==> src/rtl/window_3x3_if.sv <==
// Pixel-stream input and 3x3-window output bus of window_3x3.
// The slave side is the window generator.
interface window_3x3_if #(
  parameter int N       = 8,
  parameter int CHANNEL = 3
);
  logic                   input_vld;
  logic [CHANNEL*N-1:0]   input_din;
  logic [9*CHANNEL*N-1:0] window_dout;
  logic                   window_dout_vld;
  logic                   window_dout_end;

  modport master (
    output input_vld, input_din,
    input  window_dout, window_dout_vld, window_dout_end
  );

  modport slave (
    input  input_vld, input_din,
    output window_dout, window_dout_vld, window_dout_end
  );
endinterface

==> src/rtl/window_3x3.sv <==
// Sliding 3x3 window generator over a raster-order SIZE x SIZE frame.
// Two line buffers supply the pixels one and two rows above the incoming pixel.
module window_3x3 #(
  parameter int N       = 8,
  parameter int CHANNEL = 3,
  parameter int SIZE    = 34
) (
  input  logic        clk,
  input  logic        rst_n,
  input  logic        ce,
  window_3x3_if.slave bus
);
  localparam int PW = CHANNEL * N;
  localparam int CW = $clog2(SIZE);

  typedef logic [PW-1:0] pixel_t;

  logic [CW-1:0]     row;
  logic [CW-1:0]     col;
  pixel_t            line1 [SIZE];
  pixel_t            line2 [SIZE];
  pixel_t            win      [3][3];
  pixel_t            win_next [3][3];
  logic [9*PW-1:0]   win_flat;
  logic [9*PW-1:0]   dout_q;
  logic              vld_q;
  logic              end_q;
  logic              accept;
  logic              last_col;
  logic              last_row;
  logic              win_ready;

  assign accept    = ce & bus.input_vld;
  assign last_col  = (col == CW'(SIZE - 1));
  assign last_row  = (row == CW'(SIZE - 1));
  // A window is complete only once three rows and three columns of this frame are in.
  assign win_ready = (row >= CW'(2)) && (col >= CW'(2));

  // Window after the next shift: drop column 0, append {line2, line1, input} on the right.
  // NOTE: every always_comb output is assigned on every path; a missed branch would infer a latch.
  always_comb begin
    win_flat = '0;
    for (int r = 0; r < 3; r++) begin
      win_next[r][0] = win[r][1];
      win_next[r][1] = win[r][2];
    end
    win_next[0][2] = line2[col];
    win_next[1][2] = line1[col];
    win_next[2][2] = bus.input_din;
    for (int r = 0; r < 3; r++) begin
      for (int c = 0; c < 3; c++) begin
        win_flat[(r*3+c)*PW +: PW] = win_next[r][c];
      end
    end
  end

  // NOTE: sequential state uses non-blocking assignments so every register samples pre-edge values.
  always_ff @(posedge clk or negedge rst_n) begin
    if (!rst_n) begin
      row <= '0;
      col <= '0;
    end else if (!ce) begin
      row <= '0;
      col <= '0;
    end else if (bus.input_vld) begin
      if (last_col) begin
        col <= '0;
        row <= last_row ? '0 : row + CW'(1);
      end else begin
        col <= col + CW'(1);
      end
    end
  end

  // NOTE: line buffers and window registers carry no reset so they map onto plain storage;
  // every window output is built only from pixels written earlier in the same frame.
  always_ff @(posedge clk) begin
    if (accept) begin
      line1[col] <= bus.input_din;
      line2[col] <= line1[col];
      win        <= win_next;
    end
  end

  always_ff @(posedge clk or negedge rst_n) begin
    if (!rst_n) begin
      vld_q  <= 1'b0;
      end_q  <= 1'b0;
      dout_q <= '0;
    end else begin
      vld_q <= accept & win_ready;
      end_q <= accept & win_ready & last_col & last_row;
      if (accept && win_ready) begin
        dout_q <= win_flat;
      end
    end
  end

  assign bus.window_dout     = dout_q;
  assign bus.window_dout_vld = vld_q;
  assign bus.window_dout_end = end_q;
endmodule

==> src/flat_wrapper.sv <==
// flat-port wrapper written by rule: the top's interface ports become plain ports
module window_3x3_flat 
#(
  parameter int N       = 8,
  parameter int CHANNEL = 3,
  parameter int SIZE    = 34
)
  (clk, rst_n, ce, bus_input_vld, bus_input_din, bus_window_dout, bus_window_dout_vld, bus_window_dout_end);
  window_3x3_if #(.N(N), .CHANNEL(CHANNEL)) bus_i ();
  input  logic clk;
  input  logic rst_n;
  input  logic ce;
  input wire logic [$bits(bus_i.input_vld)-1:0] bus_input_vld;
  input wire logic [$bits(bus_i.input_din)-1:0] bus_input_din;
  output wire logic [$bits(bus_i.window_dout)-1:0] bus_window_dout;
  output wire logic [$bits(bus_i.window_dout_vld)-1:0] bus_window_dout_vld;
  output wire logic [$bits(bus_i.window_dout_end)-1:0] bus_window_dout_end;
  assign bus_i.input_vld = bus_input_vld;
  assign bus_i.input_din = bus_input_din;
  assign bus_window_dout = bus_i.window_dout;
  assign bus_window_dout_vld = bus_i.window_dout_vld;
  assign bus_window_dout_end = bus_i.window_dout_end;
  window_3x3 #(.N(N), .CHANNEL(CHANNEL), .SIZE(SIZE)) u_core (.clk(clk), .rst_n(rst_n), .ce(ce), .bus(bus_i));
endmodule
==> config.mk <==
export PLATFORM = sky130hd
export DESIGN_NAME = window_3x3_flat
export DESIGN_NICKNAME = d
export VERILOG_FILES = /design/src/rtl/window_3x3_if.sv /design/src/rtl/window_3x3.sv /design/src/flat_wrapper.sv
export SDC_FILE = /design/constraint.sdc
export NUM_CORES = 2
export LEC_CHECK = 0
export ABC_AREA = 1
export BUFFER_PORTS_ARGS = -buffer_cell sky130_fd_sc_hd__buf_2
export CORE_MARGIN = 1
export CORE_UTILIZATION = 50
export CTS_CLUSTER_SIZE = 20
export DETAILED_ROUTE_END_ITERATION = 10
export GPL_TIMING_DRIVEN = 0
export PLACE_DENSITY = 0.65
export SLEW_MARGIN = 20
export SYNTH_ARGS = -nofsm -noshare
export SYNTH_HDL_FRONTEND = slang
export SYNTH_SLANG_ARGS = --single-unit
export TNS_END_PERCENT = 1
==> constraint.sdc <==
create_clock -name clk -period 4 [get_ports clk]
set_input_delay 1.2 -clock clk [delete_from_list [all_inputs] [get_ports clk]]
set_output_delay 1.2 -clock clk [all_outputs]
set_load 0.05 [all_outputs]
==> summary.md <==
| Metric | Value |
|---|---|
| Global placement routability congestion | `between 0.9 and 1` |
| Final Core Density | `about 58%` |
| Async set-reset flop share out of synthesis | `a little under an eighth` |
| Yosys top cell area share | `roughly two thirds` |
| Worst r2r src | `u_core.col[2]$_DFFE_PN0P_` |
| Die H | `roughly 400 µm` |
| Worst hold slack | `between 300 and 400 ps` |
| Status | `finished with violations` |
| Flop and latch count out of synthesis | `2006` |
| GRT Util Overall | `29.6%` |
| Peak VDD IR | `~0.66 mV` |
| Fmax | `roughly 0.25 GHz` |
| Vias in the first global route | `between 50000 and 60000` |
| Predominant post-synthesis flop cell | `edfxtp_1` |
| CP Capture Type | `register` |
| CTS tree | `yes` |
| Final Max Slew Viols | `0` |
| Synthesized instance count | `~7300` |
| Worst EP arrival | `about 4600 ps` |
| Clock buffer depth | `3` |
| Worst min-delay path class | `in -> async` |
| Number of nets still failing antenna checks after routing | `0` |
| Global-route wire length before repair | `348 mm` |
| CTS clk-pin slew, worst paths | `60 ps` |
| FF-to-FF setup slack | `-20 ps` |
| Buf/Inv on CP | `4` |
| Unrepaired setup endpoints after global routing | `false` |
| Synth area leaders | `edfxtp_1, nand2_1, dfrtp_1, inv_1, nor2_1` |
| H-tree depth | `4` |
| Area Overhead vs Synth | `16.1%` |
| Initial antenna violation count | `18` |
| Die W | `just over 400 µm` |
| Synth cell types | `29` |
| Startpoint Class | `register` |
| Cell family with most CP delay | `simple AND/OR/NAND/NOR gates` |
| Critical R2R Capture | `u_core.line1[15][12]$_DFFE_PP_` |
| Hold-fix buffers, CTS | `0` |
| Clk sinks | `about 2000` |
| CTS buffer count | `about 200` |
| Slowest stage cell, crit path | `nor2_4` |
| Ys Warns | `0` |
| Fill cells | `approximately 13000` |
| Setup CP Type | `reg -> reg` |
| # rows | `roughly 150` |
| Max stage delay on crit path | `~660 ps` |
| Internal power | `around 0.037 W` |
| Worst-Margin Slew | `around 1300 ps` |
| Final worst clock skew | `between 40 and 50 ps` |
| Dpl cell area | `about 87000 µm²` |
| Pin count of the biggest net entering global routing | `between 150 and 200` |
| Post-synth top area cell | `edfxtp_1` |
| CP required | `approximately 4500 ps` |
| I/O pin count | `about 250` |
| Cell Chain, Critical Path | `buf_4 > nand2_1 > buf_4 > nor2_1 > nand2_1 > nor2_4 > buf_16 > buf_16` |
| Placeable Area | `160000 µm²` |
| Seq pwr share | `a little under half` |
| Switching Power | `about 0.017 W` |
| Pwr Density | `between 500 and 600 nW/µm²` |
| CP Max Fanout | `19` |
| Final setup viols | `11` |
| Initial core utilization | `about half` |
| Final #Nets | `7861` |
| Switching portion of total power | `31.2%` |
| Post-DP HPWL | `between 150 and 200 mm` |
| Fin. Hold Viols | `0` |
| Pwr Total | `approximately 0.053 W` |
| Design Area, Final | `between 90000 and 100000 µm²` |
| Syn avg cell area | `11.1 µm²` |
| Vias | `between 50000 and 60000` |
| Comb pwr share | `18.5%` |
| Post-synth EDFFs | `roughly 1800` |
| Cell Area, Synth | `about 81000 µm²` |
| Period utilization | `100%` |
| Clk pwr share | `34.3%` |
| Via density | `roughly 5.4` |
| Drt drc | `0` |
| Slew headroom | `between 10 and 15%` |
| Detailed Route WL | `242 mm` |
| Skew-Pair Late Insertion Delay | `~860 ps` |
| Syn nets | `between 7000 and 8000` |
| Crit. Startpoint | `u_core.col[2]$_DFFE_PN0P_` |
| Root buf cell | `clkbuf_16` |
| Gr ovfl total | `0` |
| Leakage Power | `just under 40 nW` |
| Initial DRT Pass Iterations | `6` |
| Failing checks | `setup timing` |
| Max-cap violation count | `0` |
| Post-place setup slack | `-466 ps` |
| R2R depth | `8` |
| Proportion of layout cells with a drive suffix above 1 | `11.6%` |
| Tmin final | `around 4000 ps` |
| DRT iter0 DRCs | `between 6000 and 7000` |
| Seq/Total Area, Yosys | `between 70% and 80%` |
| Final setup margin | `-17.6 ps` |
| Avg WL per Cell | `around 24 µm` |
| PortBufs | `~250` |
| Die area | `around 160000 µm²` |
==> power groups by stage <==
| stage | Sequential (W) | Combinational [W] | Clock (W) |
|---|---|---|---|
| after floorplan | 0.0289 | 0.00263 | 0 |
| after global placement | 0.0256 | 0.00935 | 0 |
| after detailed placement | 0.0255 | 0.00972 | 0 |
| after CTS | 0.0251 | 0.00976 | 0.0183 |
| after global routing | 0.0252 | 0.0104 | 0.0190 |
| final | 0.0251 | 0.00980 | 0.0182 |
==> metrics by stage <==
step	instances	setup TNS, ps
final	10200	-124
after global routing	10200	0
after detailed placement	9784	-198060
after floorplan	7286	0
after global placement	9691	-2882570
after CTS	10200	-2300
==> repair_timing <==
action / CTS / global route
resized for setup: 12 / 10
endpoints found under the setup margin: 950 / 333
pin swaps: 7 / 3
buffers inserted: 1 / 1
==> cell usage after synthesis (15+ instances only) <==
master    count
nand2_1    3387
edfxtp_1   1776
inv_1       419
nor2_1      411
dfrtp_1     230
buf_2       170
nand3_1     162
o21ai_0     153
o211ai_1    125
clkbuf_1    115
o21ai_1     102
or2_1        46
a21oi_1      45
buf_4        37
buf_1        31
or2_2        26
o21bai_1     15
==> registers in the layout (all words and copies together) (netlist names) <==
register                    cells
u_core.line1                  816
u_core.line2                  816
u_core.bus.window_dout        216
u_core.win                    144
u_core.col                      6
u_core.row                      6
u_core.bus.window_dout_end      1
u_core.bus.window_dout_vld      1
==> layout make-up <==
class / count / area, µm² / area share, %
diodes: 3 / 7.51 / 0.00801
inverters: 429 / 1610 / 1.72
well taps: 2160 / 2700 / 2.89
clock buffers: 287 / 5510 / 5.88
plain buffers: 359 / 1780 / 1.90
flip-flops and latches: 2006 / 59100 / 63.1
multi-input cells: 4492 / 18600 / 19.9
clock inverters: 82 / 805 / 0.859
repair buffers: 340 / 3540 / 3.78
==> cell usage in the layout, fill, tap and decap left out, types with 7 or more instances in the layout <==
master	count
a21oi_1	43
buf_1	31
buf_12	36
buf_16	57
buf_2	409
buf_4	43
bufinv_16	8
clkbuf_1	183
clkbuf_16	202
clkbuf_8	16
clkinv_1	38
clkinv_16	7
clkinv_2	24
dfrtp_1	229
edfxtp_1	1776
inv_1	419
nand2_1	3371
nand2_2	10
nand3_1	157
nor2_1	375
nor2_4	35
o211ai_1	125
o21ai_0	153
o21ai_1	102
o21bai_1	15
or2_1	38
or2_2	32
==> cells by family after synthesis <==
logic type	count (synthesis)	share of synthesized area, %
adders and majority gates	6	0.0930
and+or+nand+nor	4042	19.3
DFF	2006	73.2
AOI/OAI and AO/OA	443	3.19
buffers and inverters	788	4.16
xor gates and xnor gates	1	0.0109
==> worst max-delay path by stage <==
stage / to / slack [ps] / depth (start not counted)
after floorplan: u_core.line1[0][0]$_DFFE_PP_ / 110 / 5
after global placement: u_core.col[0]$_DFFE_PN0P_ / -2490 / 1
after detailed placement: u_core.line2[4][5]$_DFFE_PP_ / -470 / 9
after CTS: u_core.line2[16][5]$_DFFE_PP_ / -70 / 8
after global routing: u_core.line2[19][20]$_DFFE_PP_ / 7 / 11
final: u_core.line1[15][12]$_DFFE_PP_ / -20 / 8
==> per-layer routing <==
metal | wire length [µm] | vias up | GRT usage [%]
met2 | 111000 | 2762 | 46.9
met4 | 12200 | 8 | 13.9
met3 | 23500 | 478 | 5.24
met5 | 55 | - | 0
li1 | - | 25000 | -
met1 | 94600 | 26400 | 39.9
(Power assumes the default switching activity.)
